`src/rtl/i2s_frame_fifo_pkg.sv`:
```
// Shared types for the I2S frame FIFO: default sample width, FSM states,
// and the stereo frame layout (left in the upper half, right in the lower).
package i2s_pkg;

    localparam int AUDIO_DW = 16;

    typedef enum logic {
        FILL = 1'b0,
        RUN  = 1'b1
    } state_t;

    typedef struct packed {
        logic [AUDIO_DW-1:0] left;
        logic [AUDIO_DW-1:0] right;
    } frame_t;

endpackage

```
`src/rtl/i2s_frame_fifo_if.sv`:
```
// Core-side handshake plus serializer-side sample bus for i2s_frame_fifo.
// master = the core/serializer side driving frames and lrclk,
// slave  = the FIFO itself.
interface i2s_frame_fifo_if #(
    parameter int AUDIO_DW   = i2s_pkg::AUDIO_DW,
    parameter int DEPTH_LOG2 = 3
);
    logic                in_valid;
    logic                in_ready;
    logic [AUDIO_DW-1:0] in_left;
    logic [AUDIO_DW-1:0] in_right;
    logic                lrclk;
    logic [AUDIO_DW-1:0] left_chan;
    logic [AUDIO_DW-1:0] right_chan;
    logic [DEPTH_LOG2:0] level;
    logic                underrun;

    modport master (
        output in_valid, in_left, in_right, lrclk,
        input  in_ready, left_chan, right_chan, level, underrun
    );

    modport slave (
        input  in_valid, in_left, in_right, lrclk,
        output in_ready, left_chan, right_chan, level, underrun
    );
endinterface

```
`src/rtl/i2s_fifo_mem.sv`:
```
// Simple dual-port frame storage: synchronous write, asynchronous read so
// the head entry is always visible and a pop can register it in one cycle.
module i2s_fifo_mem #(
    parameter int DW = 2 * i2s_pkg::AUDIO_DW,
    parameter int AW = 3
) (
    input  logic          clk,
    input  logic          we_i,
    input  logic [AW-1:0] waddr_i,
    input  logic [DW-1:0] wdata_i,
    input  logic [AW-1:0] raddr_i,
    output logic [DW-1:0] rdata_o
);
    logic [DW-1:0] mem_q [2**AW];

    // Write port; contents need no reset since level gates every read.
    always_ff @(posedge clk) begin
        if (we_i) mem_q[waddr_i] <= wdata_i;
    end

    assign rdata_o = mem_q[raddr_i];
endmodule

```
`src/rtl/i2s_frame_fifo.sv`:
```
// Stereo frame FIFO feeding the I2S serializer. Frames are pushed by the
// core over valid/ready and one frame is popped per lrclk rising edge, so
// the new sample is stable long before the serializer latches it on the
// falling edge. After reset or an underrun the FIFO re-primes (FILL) until
// PRIME_LVL frames are stored.
// Build option I2S_FIFO_UNDERRUN_MUTE_EN: when defined, an underrun zeroes
// the outputs until the next real pop; otherwise the last frame repeats.
module i2s_frame_fifo
    import i2s_pkg::*;
#(
    parameter int AUDIO_DW   = i2s_pkg::AUDIO_DW,
    parameter int DEPTH_LOG2 = 3,
    parameter int PRIME_LVL  = 4
) (
    input  logic              clk,
    input  logic              reset_n,
    i2s_frame_fifo_if.slave   bus
);
    localparam int DEPTH = 1 << DEPTH_LOG2;
    localparam int FW    = 2 * AUDIO_DW;

    typedef logic [DEPTH_LOG2:0] lvl_t;
    localparam lvl_t FULL_LVL  = lvl_t'(DEPTH);
    localparam lvl_t PRIME_THR = lvl_t'(PRIME_LVL);

    state_t                state_q;
    logic                  lrclk_q;
    lvl_t                  level_q, level_d;
    logic [DEPTH_LOG2-1:0] wr_ptr_q, rd_ptr_q;
    logic [AUDIO_DW-1:0]   left_q, right_q;
    logic                  underrun_q;
    logic [FW-1:0]         rd_data;
    logic                  in_ready, push, pop, lr_rise;

    // Ready looks at the pre-pop level, so a full FIFO never takes a frame.
    assign in_ready = (level_q != FULL_LVL);
    assign push     = bus.in_valid & in_ready;
    assign lr_rise  = bus.lrclk & ~lrclk_q;
    assign pop      = (state_q == RUN) & lr_rise & (level_q != '0);
    assign level_d  = level_q + lvl_t'(push) - lvl_t'(pop);

    i2s_fifo_mem #(.DW(FW), .AW(DEPTH_LOG2)) u_mem (
        .clk     (clk),
        .we_i    (push),
        .waddr_i (wr_ptr_q),
        .wdata_i ({bus.in_left, bus.in_right}),
        .raddr_i (rd_ptr_q),
        .rdata_o (rd_data)
    );

    // Pointers, occupancy and the lrclk edge history; lrclk_q resets high so
    // an lrclk already high after reset is not seen as a rising edge.
    always_ff @(posedge clk or negedge reset_n) begin
        if (!reset_n) begin
            wr_ptr_q <= '0;
            rd_ptr_q <= '0;
            level_q  <= '0;
            lrclk_q  <= 1'b1;
        end else begin
            lrclk_q <= bus.lrclk;
            level_q <= level_d;
            if (push) wr_ptr_q <= wr_ptr_q + 1'b1;
            if (pop)  rd_ptr_q <= rd_ptr_q + 1'b1;
        end
    end

    // FILL/RUN control with registered sample outputs and underrun pulse.
    always_ff @(posedge clk or negedge reset_n) begin
        if (!reset_n) begin
            state_q    <= FILL;
            left_q     <= '0;
            right_q    <= '0;
            underrun_q <= 1'b0;
        end else begin
            underrun_q <= 1'b0;
            case (state_q)
                FILL: begin
                    if (level_q >= PRIME_THR) state_q <= RUN;
                end
                RUN: begin
                    if (lr_rise) begin
                        if (level_q != '0) begin
                            {left_q, right_q} <= rd_data;
                        end else begin
                            underrun_q <= 1'b1;
                            state_q    <= FILL;
`ifdef I2S_FIFO_UNDERRUN_MUTE_EN
                            left_q     <= '0;
                            right_q    <= '0;
`else
                            left_q     <= left_q;
                            right_q    <= right_q;
`endif
                        end
                    end
                end
                default: state_q <= FILL;
            endcase
        end
    end

    assign bus.in_ready   = in_ready;
    assign bus.level      = level_q;
    assign bus.left_chan  = left_q;
    assign bus.right_chan = right_q;
    assign bus.underrun   = underrun_q;
endmodule

```
`src/flat_wrapper.sv`:
```
// flat-port wrapper written by rule: the top's interface ports become plain ports
module i2s_frame_fifo_flat import i2s_pkg::*;
#(
    parameter int AUDIO_DW   = i2s_pkg::AUDIO_DW,
    parameter int DEPTH_LOG2 = 3,
    parameter int PRIME_LVL  = 4
)
  (clk, reset_n, bus_in_valid, bus_in_left, bus_in_right, bus_lrclk, bus_in_ready, bus_left_chan, bus_right_chan, bus_level, bus_underrun);
  i2s_frame_fifo_if #(.AUDIO_DW(AUDIO_DW), .DEPTH_LOG2(DEPTH_LOG2)) bus_i ();
  input  logic clk;
  input  logic reset_n;
  input wire logic [$bits(bus_i.in_valid)-1:0] bus_in_valid;
  input wire logic [$bits(bus_i.in_left)-1:0] bus_in_left;
  input wire logic [$bits(bus_i.in_right)-1:0] bus_in_right;
  input wire logic [$bits(bus_i.lrclk)-1:0] bus_lrclk;
  output wire logic [$bits(bus_i.in_ready)-1:0] bus_in_ready;
  output wire logic [$bits(bus_i.left_chan)-1:0] bus_left_chan;
  output wire logic [$bits(bus_i.right_chan)-1:0] bus_right_chan;
  output wire logic [$bits(bus_i.level)-1:0] bus_level;
  output wire logic [$bits(bus_i.underrun)-1:0] bus_underrun;
  assign bus_i.in_valid = bus_in_valid;
  assign bus_i.in_left = bus_in_left;
  assign bus_i.in_right = bus_in_right;
  assign bus_i.lrclk = bus_lrclk;
  assign bus_in_ready = bus_i.in_ready;
  assign bus_left_chan = bus_i.left_chan;
  assign bus_right_chan = bus_i.right_chan;
  assign bus_level = bus_i.level;
  assign bus_underrun = bus_i.underrun;
  i2s_frame_fifo #(.AUDIO_DW(AUDIO_DW), .DEPTH_LOG2(DEPTH_LOG2), .PRIME_LVL(PRIME_LVL)) u_core (.clk(clk), .reset_n(reset_n), .bus(bus_i));
endmodule
```
`config.mk`:
```
export PLATFORM = sky130hd
export DESIGN_NAME = i2s_frame_fifo_flat
export DESIGN_NICKNAME = d
export VERILOG_FILES = /design/src/rtl/i2s_frame_fifo_pkg.sv /design/src/rtl/i2s_frame_fifo_if.sv /design/src/rtl/i2s_fifo_mem.sv /design/src/rtl/i2s_frame_fifo.sv /design/src/flat_wrapper.sv
export SDC_FILE = /design/constraint.sdc
export NUM_CORES = 1
export LEC_CHECK = 0
export CORE_MARGIN = 3
export CORE_UTILIZATION = 25
export CTS_CLUSTER_DIAMETER = 30
export DETAILED_ROUTE_END_ITERATION = 7
export GPL_TIMING_DRIVEN = 0
export HOLD_SLACK_MARGIN = 0.12
export SYNTH_ARGS = -nofsm -noshare
export SYNTH_HDL_FRONTEND = slang
export SYNTH_HIERARCHICAL = 1
export SYNTH_SLANG_ARGS = --single-unit
```
`constraint.sdc`:
```
create_clock -name clk -period 4.2 [get_ports clk]
set_input_delay 0.84 -clock clk [delete_from_list [all_inputs] [get_ports clk]]
set_output_delay 0.84 -clock clk [all_outputs]
set_load 0.01 [all_outputs]
```
==> results of run 1 <==
## cell usage after synthesis (2+ instances only)
cell	n	area share (%)
ha_1	8	0.86
buf_6	10	0.96
mux4_1	40	9.0
nand2_1	4	0.13
xnor2_1	3	0.22
edfxtp_1	256	66
xor2_1	3	0.22
mux2_1	3	0.29
nor3_1	2	0.086
nand2b_1	3	0.16
nor2_1	7	0.22
buf_1	4	0.13
buf_2	6	0.26
mux4_2	24	4.6
mux2_2	63	6.1
inv_1	10	0.32
dfrtp_1	44	9.4
## cell type report
type | instances | area, um2
Buffer | 21 | 161
Clock buffer | 77 | 1730
Clock inverter | 46 | 509
Fill cell | 4221 | 30100
Inverter | 10 | 37.5
Multi-Input combinational cell | 171 | 2720
Sequential cell | 301 | 8810
Tap cell | 600 | 751
Timing Repair Buffer | 88 | 978
## path summary, 6_finish.rpt
kind / startpoint / to / slack, ns / cells past startpoint
min in group clk: u_core/rd_ptr_q[2] / u_core/rd_ptr_q[2] / 0.47 / 1
max in group asynchronous: reset_n / u_core/lrclk_q / 3.31 / 2
min reg2reg: u_core/rd_ptr_q[2] / u_core/rd_ptr_q[2] / 0.47 / 1
min: reset_n / u_core/bus.right_chan[1] / 0.26 / 1
max reg2reg: u_core/bus.level[2] / u_core/u_mem/mem_q[0][24] / 1.33 / 10
max: u_core/bus.level[2] / bus_in_ready / 1.20 / 4
## routing by layer
layer,global-route usage (%),part of all wire (%),vias up
met2,15.9,47,134
li1,-,-,2452
met4,3.43,2.1,6
met3,3.80,6.3,60
met1,14.0,45,2887
met5,0,0.16,-
## flip-flops by register name, summed over array words and instances (netlist names)
signal                 cells
u_core/wr_ptr_q            3
u_core/lrclk_q             1
u_core/state_q             1
u_core/u_mem/mem_q       256
u_core/bus.level           4
u_core/bus.right_chan     16
u_core/rd_ptr_q            3
u_core/bus.left_chan      16
u_core/bus.underrun        1
## logic make-up after synthesis
kind of cell | after synthesis | synth area share, %
flops | 301 | 75.5
xor+xnor | 6 | 0.450
buf+inv | 31 | 1.70
simple gates | 21 | 0.996
compound gates | 5 | 0.386
mux | 130 | 20.0
fa+ha+maj | 9 | 1.03
## critical path, stage by stage (launching register included)
cell             delay [ns]
dfrtp_1                0.37
inv_1                  0.11
ha_1                   0.15
or3b_1                 0.43
clkdlybuf4s50_1        0.56
## power by group
group	leakage [nW]	internal (mW)	switching [mW]
logic	1.51	1.58	1.42
registers	2.85	3.87	0.201
clock network	1.08	3.41	1.64
## metrics by stage
step,total power [mW],hold slack (ns)
floorplan,5.92,0.440
global placement,7.03,0.455
detailed placement,7.19,0.455
CTS,12.3,0.277
global route,12.7,0.296
finish,12.1,0.260
==> impl_metrics.yaml, run 1 <==
route:
  dr_total_vias: 5539
  viasPerCell: 4.22
  drt-initial-drc-count: 452
  drtAntennaViolNets: 0
  wl_per_cell_um: 19.4
  drc: 0
  finalWirelength_mm: 25.5
  first_pass_iters: 4
floorplanning:
  fp.dieH_um: 222
  dieArea_um2: 49400
  core_area_um2: 45800
  io_pins: 74
  initial_core_util_pct: 25.5
  dieWidth_um: 222
  num_rows: 78
layout:
  fin_nets: 705
  layout_common_cells: "edfxtp_1 (256), clkdlybuf4s50_1 (72), clkbuf_16 (67)"
  syn_to_final_growth_pct: 34.5
  layout.cells.non_filler: 1314
  drive_above_1_share_pct: 33.2
  post-route-util_pct: 34.3
  postLayoutCellArea_um2: 15700
  layout_commonest_cell: "edfxtp_1"
  diodes: 0
placed_design:
  placed_area_um2: 13500
  port_buffers: 73
  dp_cells: 1191
  dp_hpwl_mm: 16.0
  routabilityCongestion: 0.632
  pre_cts_slack_ns: 0.809
clock_tree:
  cts_root_buf: "clkbuf_16"
  clock_path_buffers: 3
  cts_setup_buffers: 0
  path_clk_slew_ns: 0.05
  ctsResizeCount: 0
  insertion_delay_ns: 0.56
  clkSinkCount: 301
  hold_buffers: 0
  cts_tree: "done"
  cts.htree.levels: 3
  cts_buffers: 67
sta:
  hold_viol: 0
  slew_violations: 0
  rsz0062_at_grt: "false"
  clock_skew_ns: 0.0383
  finalCritPeriodShare_pct: 71.5
  max_slew_margin_pct: 43.7
  tns_ns: 0
  worst_slew_pin_slew_ns: 0.841
  timing.final.ws_setup_ns: 1.20
  max_freq_mhz: 333
  min_period_ns: 3.00
  setup_violations: 0
setup_path:
  end_kind: "output pin"
  cp.required_ns: 3.36
  arrival_ns: 2.16
  critPathLaunchType: "flop"
  path_class: "reg2out"
  critPathMaxFanout: 3
global_route:
  antenna_found_initial: 3
  grt_pass1_vias: 6007
  grt_overflow: 0
  grt_max_degree: 30
  grt_pass1_wl_mm: 38.8
  grt_usage_pct: 10.5
logic_synthesis:
  synth_edf_count: 256
  yosys_most_used_dff: "edfxtp_1"
  syn_area_um2: 11700
  synth_seq_cells: 301
  syn_area_per_cell_um2: 23.2
  seq_area_frac_synth_pct: 75.5
  async_flop_share_pct: 15.0
  syn_nets: 548
  synthDistinctLibCells: 30
  yosysWarningCount: 6
  syn_inst: 503
job:
  maxCapViolCount: 0
outcome:
  status: "complete, no violations"
pwr:
  p_per_area_nw_per_um2: 772
  ir_drop_mv: 0.383
  p_leak_nw: 5.44
min_path:
  hold_path_class: "in2async"
Note: power is estimated with default switching activity, not from simulation.
==> run 2: changes to the inputs <==
clock period = 2.73 ns   (was 4.2 ns; I/O delays follow)
==> run 2 against run 1 <==
Effect of this change: sequential power increased by 55%; count of clock-buffer cells in the layout shrank 18; via count down 1.6%; sequential share of layout area increased by 1.4 points; clock power grew 32%; die area unchanged; largest cell class unchanged; flip-flop and latch count is the same; core utilization fell by 0.82 points; highest routed layer unchanged.
==> impl_metrics.yaml, run 2 (synthesized netlist as in run 1, its figures left out) <==
layout:
  layout_common_cells: "edfxtp_1 (256), clkdlybuf4s50_1 (71), mux2_2 (63)"
  syn_to_final_growth_pct: 31.3
  fill_cells: 4220
  drive_above_1_share_pct: 31.8
  diodes: 0
  largest_reg_flops: 256
  top_register: "u_core/u_mem/mem_q"
  layout.cells.non_filler: 1286
  layout_commonest_cell: "edfxtp_1"
  postLayoutCellArea_um2: 15300
  fin_nets: 687
pwr:
  clockPowerShare_pct: 38.1
  p_per_area_nw_per_um2: 1150
  comb_power_share_pct: 26.1
  switchingPower_mw: 4.85
  power.internal_mw: 12.8
  power.share.sequential_pct: 35.8
  p_leak_nw: 5.25
  total_power_mw: 17.6
  swShare_pct: 27.5
  ir_drop_mv: 0.455
floorplanning:
  core_area_um2: 45800
  initial_core_util_pct: 25.5
  dieArea_um2: 49400
  fp.dieH_um: 222
  io_pins: 74
  num_rows: 78
  dieWidth_um: 222
placed_design:
  dp_hpwl_mm: 15.7
  pre_cts_slack_ns: -0.335
  routabilityCongestion: 0.654
  port_buffers: 73
  placed_area_um2: 13500
  dp_cells: 1187
setup_path:
  critPathLaunchType: "flop"
  critPathMaxFanout: 14
  arrival_ns: 2.79
  end_kind: "flop"
  path_class: "reg2reg"
  cp.required_ns: 2.99
global_route:
  grt_usage_pct: 10.4
  grt_pass1_wl_mm: 38.5
  antenna_found_initial: 3
  grt_max_degree: 28
  grt_pass1_vias: 5868
  grt_overflow: 0
route:
  first_pass_iters: 4
  viasPerCell: 4.24
  finalWirelength_mm: 25.6
  wl_per_cell_um: 19.9
  dr_total_vias: 5448
  drc: 0
  drt-initial-drc-count: 293
  drtAntennaViolNets: 0
clock_tree:
  clock_path_buffers: 3
  cts_root_buf: "clkbuf_16"
  cts_setup_buffers: 0
  insertion_delay_ns: 0.57
  cts_tree: "done"
  cts_buffers: 52
  path_clk_slew_ns: 0.05
  clkSinkCount: 301
  cts.htree.levels: 2
sta:
  rsz0062_at_grt: "false"
  setup_violations: 0
  slew_violations: 0
  hold_viol: 0
  worst_slew_pin_slew_ns: 0.868
  min_period_ns: 2.52
  clock_skew_ns: 0.0155
  finalCritPeriodShare_pct: 92.4
  worst_hold_slack_ns: 0.475
  max_slew_margin_pct: 41.9
  max_freq_mhz: 396
  timing.final.ws_setup_ns: 0.208
job:
  maxCapViolCount: 0
min_path:
  hold_path_class: "reg2reg"
outcome:
  status: "complete, no violations"
run 2: changes by cell type in the layout (fill, tap and decap cells not counted), moves of 3 or more:
| cell | previous run | this run |
|---|---|---|
| clkbuf_16 | 67 | 52 |
| clkinv_1 | 10 | 3 |
| clkinv_2 | 11 | 5 |
| inv_6 | 5 | 10 |
| buf_6 | 14 | 10 |
| buf_8 | 3 | 0 |
| clkbuf_1 | 9 | 6 |
run 2: power groups by stage:
stage	logic (mW)	registers, mW	clock network [mW]
CTS	4.73	6.31	6.84
floorplan	2.68	6.43	0
detailed placement	4.71	6.39	0
global placement	4.44	6.40	0
global route	4.97	6.38	7.08
finish	4.60	6.29	6.70
run 2: worst max-delay path, stage by stage (launching register included):
cell      delay (ns)
dfrtp_1         0.33
inv_1           0.07
ha_1            0.19
or3b_1          0.21
nand2_2         0.11
inv_1           0.08
nand2b_1        0.23
nor3_4          0.74
buf_16          0.24
run 2: cell type report:
| type | count | area, um2 | area share [%] |
|---|---|---|---|
| Clock buffer | 59 | 1350 | 8.79 |
| Clock inverter | 39 | 497 | 3.24 |
| Multi-Input combinational cell | 171 | 2740 | 17.8 |
| Tap cell | 600 | 751 | 4.90 |
| Inverter | 10 | 37.5 | 0.245 |
| Timing Repair Buffer | 85 | 988 | 6.45 |
| Buffer | 21 | 161 | 1.05 |
| Sequential cell | 301 | 8810 | 57.5 |
run 2: routing by layer:
layer / global-route usage [%] / routed length, um
met5: 0 / 34
met4: 3.16 / 488
met1: 13.9 / 11400
met3: 3.07 / 1490
met2: 16.4 / 12100
run 2: per-stage QoR:
step	setup TNS (ns)	util (%)
2_1_floorplan	-50.46	-
3_3_place_gp	-533.03	28.8
3_5_place_dp	-1.59	29.4
4_1_cts	0	33.5
5_1_grt	0	33.5
6_report	0	33.5
run 2: path summary, 6_finish.rpt:
path | endpoint | cells after the start | slack [ns] | from
worst min register to register | u_core/rd_ptr_q[2] | 1 | 0.47 | u_core/rd_ptr_q[2]
worst min-delay path | u_core/rd_ptr_q[2] | 1 | 0.47 | u_core/rd_ptr_q[2]
min in group asynchronous | u_core/bus.right_chan[1] | 2 | 0.55 | reset_n
worst max-delay path | u_core/u_mem/mem_q[0][26] | 8 | 0.21 | u_core/bus.level[2]
worst max register to register | u_core/u_mem/mem_q[0][26] | 8 | 0.21 | u_core/bus.level[2]
max in group asynchronous | u_core/lrclk_q | 3 | 1.51 | reset_n
run 2: repair_timing:
action                     in CTS  in global routing
setup endpoints to repair       0                  1
gates resized for setup         0                  1
hold endpoints to repair       18                  0
hold buffers                    1                  0
